## src/rtl/cv32e40p_fault_pkg.sv

```systemverilog
// Shared types and constants for the fault monitor slice.
// Latency: n/a (types, constants and a width helper only).
// Backpressure: n/a.
package cv32e40p_fault_pkg;

    // Interrupt handshake states.
    typedef enum logic [1:0] {
        IDLE  = 2'd0,
        PEND  = 2'd1,
        ACKED = 2'd2
    } fsm_state_e;

    // Channels 4..6 carry the register-file double-error and similar
    // uncorrectable indications in the default core wiring.
    localparam logic [31:0] DEFAULT_UNCORR_MASK = 32'h0000_0070;

    // Channel index width, never narrower than one bit.
    function automatic int ch_width(input int n);
        return (n > 1) ? $clog2(n) : 1;
    endfunction

endpackage

```

## src/rtl/cv32e40p_fault_ch.sv

```systemverilog
// One fault channel: rising-edge detect, saturating counter, sticky/sat, clear.
// Latency: event sampled at edge k is visible on cnt/sticky/sat in cycle k+1.
// Backpressure: none; fault_i is sampled every cycle.
module cv32e40p_fault_ch #(
    parameter int CNT_W = 8
) (
    input  logic             clk_i,
    input  logic             rst_i,
    input  logic             en_i,
    input  logic             fault_i,
    input  logic             clr_i,
    input  logic [CNT_W-1:0] threshold_i,
    output logic             evt_o,
    output logic [CNT_W-1:0] cnt_o,
    output logic             sticky_o,
    output logic             sat_o,
    output logic             thr_hit_o
);

    localparam logic [CNT_W-1:0] CNT_MAX = '1;

    logic             prev;
    logic [CNT_W-1:0] cnt_nxt;

    // The previous level is tracked even while disabled, so a level that is
    // already high when monitoring is enabled does not count.
    assign evt_o = fault_i & ~prev & en_i;

    // Next counter value; an event in the same cycle as a clear wins.
    always_comb begin
        cnt_nxt = cnt_o;
        if (evt_o) begin
            if (clr_i)                cnt_nxt = CNT_W'(1);
            else if (cnt_o != CNT_MAX) cnt_nxt = cnt_o + 1'b1;
        end else if (clr_i) begin
            cnt_nxt = '0;
        end
    end

    // Threshold crossing only on the cycle the count moves onto it, so a
    // threshold change or a saturated counter never raises a fresh hit.
    assign thr_hit_o = (threshold_i != '0) && (cnt_nxt == threshold_i) &&
                       (cnt_o != threshold_i);

    // Channel state: sticky and sat follow the event/clear outcome together.
    always_ff @(posedge clk_i or posedge rst_i) begin
        if (rst_i) begin
            prev     <= 1'b0;
            cnt_o    <= '0;
            sticky_o <= 1'b0;
            sat_o    <= 1'b0;
        end else begin
            prev <= fault_i;
            if (evt_o || clr_i) begin
                cnt_o    <= cnt_nxt;
                sticky_o <= evt_o;
                sat_o    <= evt_o && (cnt_nxt == CNT_MAX);
            end
        end
    end

endmodule

```

## src/rtl/cv32e40p_fault_monitor.sv

```systemverilog
// Fault-event monitor: per-channel counters, alarm level and interrupt handshake.
// Latency: counters/alarm change in cycle k+1 after edge k; irq_o registered, rises in k+1.
// Backpressure: none; a trigger while an interrupt is pending is absorbed.
module cv32e40p_fault_monitor
    import cv32e40p_fault_pkg::*;
#(
    parameter int                NUM_CH      = 8,
    parameter int                CNT_W       = 8,
    parameter logic [NUM_CH-1:0] UNCORR_MASK = NUM_CH'(DEFAULT_UNCORR_MASK),
    parameter int                CH_W        = ch_width(NUM_CH)
) (
    input  logic              clk_i,
    input  logic              rst_i,
    input  logic              en_i,
    input  logic [NUM_CH-1:0] fault_i,
    input  logic [CNT_W-1:0]  threshold_i,
    input  logic              clr_i,
    input  logic [NUM_CH-1:0] clr_mask_i,
    input  logic [CH_W-1:0]   cnt_sel_i,
    output logic [CNT_W-1:0]  cnt_o,
    output logic [NUM_CH-1:0] sticky_o,
    output logic [NUM_CH-1:0] sat_o,
    output logic              alarm_o,
    output logic              irq_o,
    output logic [CH_W-1:0]   irq_id_o,
    input  logic              irq_ack_i
);

    localparam int SEL_N = 2 ** CH_W;

    logic [NUM_CH-1:0] evt;
    logic [NUM_CH-1:0] thr_hit;
    logic [NUM_CH-1:0] clr_ch;
    logic [NUM_CH-1:0] trig;
    logic [CNT_W-1:0]  cnt_pad [SEL_N];
    logic [CH_W-1:0]   trig_id;
    logic              thr_ge;
    fsm_state_e        state;

    assign clr_ch = clr_mask_i & {NUM_CH{clr_i}};

    for (genvar g = 0; g < NUM_CH; g++) begin : g_ch
        cv32e40p_fault_ch #(.CNT_W(CNT_W)) u_ch (
            .clk_i       (clk_i),
            .rst_i       (rst_i),
            .en_i        (en_i),
            .fault_i     (fault_i[g]),
            .clr_i       (clr_ch[g]),
            .threshold_i (threshold_i),
            .evt_o       (evt[g]),
            .cnt_o       (cnt_pad[g]),
            .sticky_o    (sticky_o[g]),
            .sat_o       (sat_o[g]),
            .thr_hit_o   (thr_hit[g])
        );
    end

    // Unused select codes read back as zero.
    for (genvar g = NUM_CH; g < SEL_N; g++) begin : g_pad
        assign cnt_pad[g] = '0;
    end

    assign cnt_o = cnt_pad[cnt_sel_i];

    // A channel that stays saturated cannot trigger again, uncorrectable or
    // not; a clear in the same cycle lifts that block.
    assign trig = thr_hit | (evt & UNCORR_MASK & ~(sat_o & ~clr_ch));

    // Lowest-index triggering channel.
    always_comb begin
        trig_id = '0;
        for (int i = NUM_CH - 1; i >= 0; i--) begin
            if (trig[i]) trig_id = CH_W'(i);
        end
    end

    // Any counter at or above the common threshold.
    always_comb begin
        thr_ge = 1'b0;
        for (int i = 0; i < NUM_CH; i++) begin
            if (cnt_pad[i] >= threshold_i) thr_ge = 1'b1;
        end
    end

    assign alarm_o = (|(sticky_o & UNCORR_MASK)) | ((threshold_i != '0) & thr_ge);

    // Interrupt handshake; a trigger coinciding with the ack is dropped.
    always_ff @(posedge clk_i or posedge rst_i) begin
        if (rst_i) begin
            state    <= IDLE;
            irq_o    <= 1'b0;
            irq_id_o <= '0;
        end else begin
            case (state)
                IDLE: begin
                    if (|trig) begin
                        state    <= PEND;
                        irq_o    <= 1'b1;
                        irq_id_o <= trig_id;
                    end
                end
                PEND: begin
                    if (irq_ack_i) begin
                        state <= ACKED;
                        irq_o <= 1'b0;
                    end
                end
                ACKED: begin
                    if (|trig) begin
                        state    <= PEND;
                        irq_o    <= 1'b1;
                        irq_id_o <= trig_id;
                    end else if (!alarm_o) begin
                        state <= IDLE;
                    end
                end
                default: begin
                    state <= IDLE;
                    irq_o <= 1'b0;
                end
            endcase
        end
    end

endmodule

```

## config.mk

```make
export PLATFORM = sky130hd
export DESIGN_NAME = cv32e40p_fault_monitor
export DESIGN_NICKNAME = d
export VERILOG_FILES = /design/src/rtl/cv32e40p_fault_pkg.sv /design/src/rtl/cv32e40p_fault_ch.sv /design/src/rtl/cv32e40p_fault_monitor.sv
export SDC_FILE = /design/constraint.sdc
export NUM_CORES = 1
export LEC_CHECK = 0
export BUFFER_PORTS_ARGS = -buffer_cell sky130_fd_sc_hd__clkbuf_2
export CAP_MARGIN = 10
export CELL_PAD_IN_SITES_DETAIL_PLACEMENT = 0
export CELL_PAD_IN_SITES_GLOBAL_PLACEMENT = 1
export CORE_MARGIN = 2
export CORE_UTILIZATION = 43
export CTS_CLUSTER_DIAMETER = 50
export CTS_CLUSTER_SIZE = 10
export DETAILED_ROUTE_END_ITERATION = 16
export PLACE_DENSITY_LB_ADDON = 0.1
export SYNTH_ARGS = -nofsm -noshare
export SYNTH_HDL_FRONTEND = slang
export SYNTH_SLANG_ARGS = --single-unit
```

## constraint.sdc

```tcl
create_clock -name clk_i -period 4.5 [get_ports clk_i]
set_clock_uncertainty 0.1 [all_clocks]
set_input_delay 0.9 -clock clk_i [delete_from_list [all_inputs] [get_ports clk_i]]
set_output_delay 0.9 -clock clk_i [all_outputs]
set_load 0.02 [all_outputs]
```

* Word level (Yosys, flattened, before mapping)
Index checks and enable logic that the tools add are counted.
Cells by class: add/subtract/negate cells 8, magnitude comparators 9, eq/ne operators 38, multiplexer cells 59, bitwise operators 33, reductions and logical operators 40
Operators by type and width (count):
- 8-bit 2-to-1 mux | 34
- 8-bit by 1-bit adder with 8-bit output (second input constant) | 8
- 8-bit equality test | 8
- 8-bit equality test (second input constant) | 8
- 8-bit greater-or-equal comparator | 8
- 8-bit inequality test | 8
- 8-bit inequality test (second input constant) | 8
- 8-bit binary-select mux with 3-bit select | 1
- 1-bit logical AND | 24
- 3-bit 2-to-1 mux | 8
- 1-bit AND | 17
- 8-bit AND | 2
- 8-bit NOT | 2
- 1-bit 2-to-1 mux | 10
- 7-bit by 8-bit AND with 8-bit output | 1
- 1-bit logical OR | 8
- 2-bit 2-to-1 mux | 4
- 1-bit NOT | 8
- 8-bit bitwise OR | 1
- 8-bit nonzero test | 1
- 8-bit OR reduction | 1
- 2-bit case mux with 3 select lines | 1
- 4-bit greater-or-equal comparator (second input constant) | 1
- 2-bit inequality test (second input constant) | 2
- other kinds (12) | 13
Storage, ports and cells: bits in registers 94, input bits 32, output and inout port bits 29

* Longest topological paths before layout
word-level depth 16, mapped depth 12, mapped depth without buffers 11

* Modules after synthesis
A second synthesis with hierarchy kept.
Unflattened totals: cells, all modules 1158, area total of the unflattened synthesis 10296.1 sq um
Modules (own cells, without submodules):
- cv32e40p_fault_ch | instances 8, cells each 115, area each 1002.2 sq um
- cv32e40p_fault_monitor | instances 1, cells each 238, area each 2278.4 sq um

* Least setup slack after synthesis
Ideal clock, no wire load.
path type input to output, start point in threshold_i[2], end point out alarm_o, data arrival time 3.531 ns, data required time 3.500 ns, slack -0.031 ns, stages on the path 10, buffers on the path 1, cells stage by stage clkbuf_1 > clkinv_1 > ha_1 > nand4_1 > o22ai_1 > nor4_1 > and4_1 > o221ai_1 > or4_1 > a2111o_1
Between the ends: word-level cells in the longest chain between the ends 11, elaborated cells between the ends (all ways) 19
RTL lines:
- start: declaration | RTL line cv32e40p_fault_monitor.sv:16 | input logic [CNT_W-1:0] threshold_i,
- 8-bit greater-or-equal comparator | RTL line cv32e40p_fault_monitor.sv:81 | if (cnt_pad[i] >= threshold_i) thr_ge = 1'b1;
- 1-bit 2-to-1 mux (8 in series) | RTL line cv32e40p_fault_monitor.sv:81
- 1-bit AND * | RTL line cv32e40p_fault_monitor.sv:85 | assign alarm_o = (|(sticky_o & UNCORR_MASK)) | ((threshold_i != '0) & thr_ge);
- 1-bit bitwise OR * | RTL line cv32e40p_fault_monitor.sv:85
- end: declaration | RTL line cv32e40p_fault_monitor.sv:23 | output logic alarm_o,
Mark *: on every way between the ends. The rest lies on a longest branch, timed or not.

* Final worst setup path
start point in threshold_i[5], end point out alarm_o
Same word-level chain as after synthesis.

==> flow_summary.json <==
{
  "outcome": "complete, but fails checks",
  "failed_checks": "negative setup slack",
  "holdWs_ns": 0.377,
  "fill_cells": 1887,
  "end_kind": "primary output",
  "sw_frac_of_total": 0.330,
  "vdd_drop_max_mv": 0.185,
  "slowest_delay_ns": 0.48,
  "die_height_um": 146,
  "drive_gt1_frac": 0.239,
  "drv_slew": 0,
  "dp_hpwl_mm": 23.2,
  "path_cells": "clkbuf_8 -> clkinvlp_4 -> ha_1 -> a21oi_1 -> o22ai_1 -> nor4_1 -> and4_1 -> o221ai_2 -> or4_1 -> a2111o_1 -> clkbuf_8",
  "final_area_um2": 10500,
  "power.density_nw_per_um2": 232,
  "cts_buffers": 9,
  "p_int_mw": 1.62,
  "num_io_pins": 61,
  "syn_area_um2": 8670,
  "yosysTopAreaCellShare": 0.271,
  "period_needed_ns": 4.53,
  "rsz0062_at_grt": "true",
  "period_share": 1.01,
  "critPathArrivalTime_ns": 3.53,
  "worstSetupPathType": "in -> out",
  "finalSetupViolations": 1,
  "avgSynthCellArea_um2": 8.67,
  "ys_seq_area_frac": 0.271,
  "syn_nets": 1104,
  "r2r_cells": 10,
  "port_buffers": 60,
  "synthAdderAreaFrac": 0.104,
  "grt_overflow_total": 0,
  "ys_top_cells_by_count": "94 x dfrtp_1, 83 x nand2_1, 72 x ha_1",
  "pre_cts_ws_ns": -0.216,
  "max_clock_freq_ghz": 0.221,
  "leakage_nw": 4.53,
  "tightest_slew_ns": 0.624,
  "antenna_found_initial": 0,
  "core.rowCount": 51,
  "placed_cell_area_um2": 9690,
  "async_reset_ff_frac": 1.00,
  "synth_area_leader_cell": "dfrtp_1",
  "post-route-util": 0.532,
  "vias": 8488,
  "initial_utilization": 0.441,
  "post-place-cells": 1351,
  "p_total_mw": 2.42,
  "die-area_um2": 21300,
  "setup_slack_ns": -0.0345,
  "synthMuxAreaShare": 0.0919,
  "drc": 0,
  "path_buf_inv": 3,
  "hold_path_class": "reg -> reg",
  "synth_warnings": 0,
  "vias_per_cell": 6.16,
  "synth_top_family_by_area": "simple AND/OR/NAND/NOR gates",
  "relSlewSlack": 0.581,
  "comb_power_share": 0.266,
  "worstHoldEndpoint": "g_ch[0].u_ch.sticky_o",
  "synthSimpleGateAreaFrac": 0.250,
  "drt_wl_total_mm": 30.4,
  "cts_tree": "built",
  "synth_edf_count": 0,
  "seq_power_share": 0.393,
  "cts.path.max_buffers": 2,
  "clock_latency_ns": 0.36,
  "grt_first_pass_wirelength_mm": 47.2,
  "r2r_slack_ns": 0.81,
  "synth_flop_cell": "dfrtp_1",
  "syn_to_final_growth_pct": 20.6,
  "clkSlewWorstSetupHoldPaths_ns": 0.07,
  "place_congestion": 0.973,
  "grt_usage": 0.284,
  "yosys-top-cells-area": "dfrtp_1 27%, ha_1 10%, mux4_2 4.2%, xnor2_1 4.0%, nand2_1 3.6%",
  "hold_start": "g_ch[0].u_ch.sticky_o",
  "cp_max_fo": 4,
  "drtIter0Drc": 753,
  "clkSinkCount": 94,
  "synth_compound_area_frac": 0.182,
  "maxCapViolations": 0,
  "cp_slowest_cell": "a2111o_1",
  "synth-xor-area-share": 0.0434,
  "r2r-end": "irq_o",
  "worstSetupStartpointType": "primary input",
  "wl_per_cell_um": 22.1,
  "worstReg2RegStart": "g_ch[3].u_ch.cnt_o[1]",
  "multi_input_area_um2": 6070,
  "final_nets": 1212,
  "critPathMostFrequentCell": "clkbuf_8",
  "ant_nets": 0,
  "drt_first_pass_iters": 5,
  "die_w_um": 146,
  "antennaDiodeCount": 0,
  "synth.most_common_cell": "dfrtp_1",
  "clock_power_share": 0.341,
  "grt_max_degree": 53,
  "required_ns": 3.50,
  "yosysUniqueCellTypes": 82,
  "synth_cells": 1000,
  "layoutNonFillerInstCount": 1378,
  "ff_latch_area_um2": 2350,
  "htreeDepth": 3,
  "path_delay_family": "simple AND/OR/NAND/NOR gates",
  "core_area_um2": 19700,
  "setup_tns_ns": -0.0345,
  "ys_ff_latch": 94,
  "clockRootBuffer": "clkbuf_16",
  "hold_viol_final": 0,
  "min_path_cells": 2,
  "power.switching_mw": 0.799,
  "grt_pass1_vias": 8079
}
## power by group through the flow
stage	logic, mW	clock network [mW]	registers, mW
2_1_floorplan	0.377	0	0.967
3_3_place_gp	0.599	0	0.967
3_5_place_dp	0.603	0	0.967
4_1_cts	0.624	0.844	0.952
5_1_grt	0.708	0.868	0.962
6_report	0.644	0.826	0.953
## worst reg2reg max path, cell delays in order (launching register included)
cell	delay [ns]
dfrtp_1	0.52
ha_1	0.36
nand4_1	0.28
o21ai_2	0.41
mux2i_1	0.45
or3_1	0.19
o211ai_1	0.10
nor4_1	0.55
nor2_1	0.20
a41oi_2	0.29
o22a_1	0.18
## area by class of cell
cell class	count	area share
Timing Repair Buffer	163	0.114
Clock buffer	12	0.0245
Multi-Input combinational cell	797	0.581
Sequential cell	94	0.225
Tap cell	265	0.0317
Timing Repair inverter	1	0.000718
Inverter	42	0.0177
Clock inverter	4	0.00527
## how the worst max path moves through the flow
stage / start / slack [ns] / to / cells after the start
after global placement: threshold_i[7] / -0.20 / alarm_o / 12
after floorplan: threshold_i[4] / 0.09 / alarm_o / 10
after detailed placement: threshold_i[7] / -0.22 / alarm_o / 12
after CTS: threshold_i[2] / 0.006 / alarm_o / 12
final: threshold_i[5] / -0.03 / alarm_o / 11
after global routing: threshold_i[6] / -0.11 / alarm_o / 12
## registers in the layout, indices dropped and copies added, names as in the netlist
signal / count
irq_o: 1
state: 2
g_ch.u_ch.sat_o: 8
g_ch.u_ch.cnt_o: 64
irq_id_o: 3
g_ch.u_ch.prev: 8
g_ch.u_ch.sticky_o: 8
## layer usage
metal | vias up | wire, µm | track usage
met5 | - | 0 | 0
met4 | 0 | 943 | 0.101
met3 | 52 | 1900 | 0.0426
met2 | 317 | 13200 | 0.424
met1 | 4092 | 14400 | 0.417
li1 | 4027 | - | -
## cells in the final DEF (no fill, tap or decap), types with 14 or more instances in the layout
cell	count
mux2i_1	29
and3_1	19
mux4_2	16
ha_4	14
and2_1	15
nand2b_1	14
buf_4	93
nand4_1	40
a31oi_1	15
nor4_1	15
dfrtp_1	94
nor2_1	53
inv_1	34
clkbuf_2	56
nor3_1	36
ha_1	57
xnor2_1	40
nand2_1	83
a21oi_1	48
nand3_1	47
o21ai_0	39
## cells by family (layout without fill, tap and decap cells)
kind of cell | count (synthesis) | after routing
adder cells (fa/ha/maj) | 72 | 72
AO/OA/AOI/OAI | 228 | 228
buffers and inverters | 109 | 222
XOR/XNOR | 43 | 43
flip-flops | 94 | 94
AND/OR/NAND/NOR | 396 | 396
multiplexers | 58 | 58
## repair_timing
action,in CTS,in global routing
gates resized for setup,18,40
pin swaps,3,16
cloned,1,0
endpoints found under the setup margin,1,1
setup buffers,8,2
hold buffers,0,0
(Power assumes the default switching activity.)
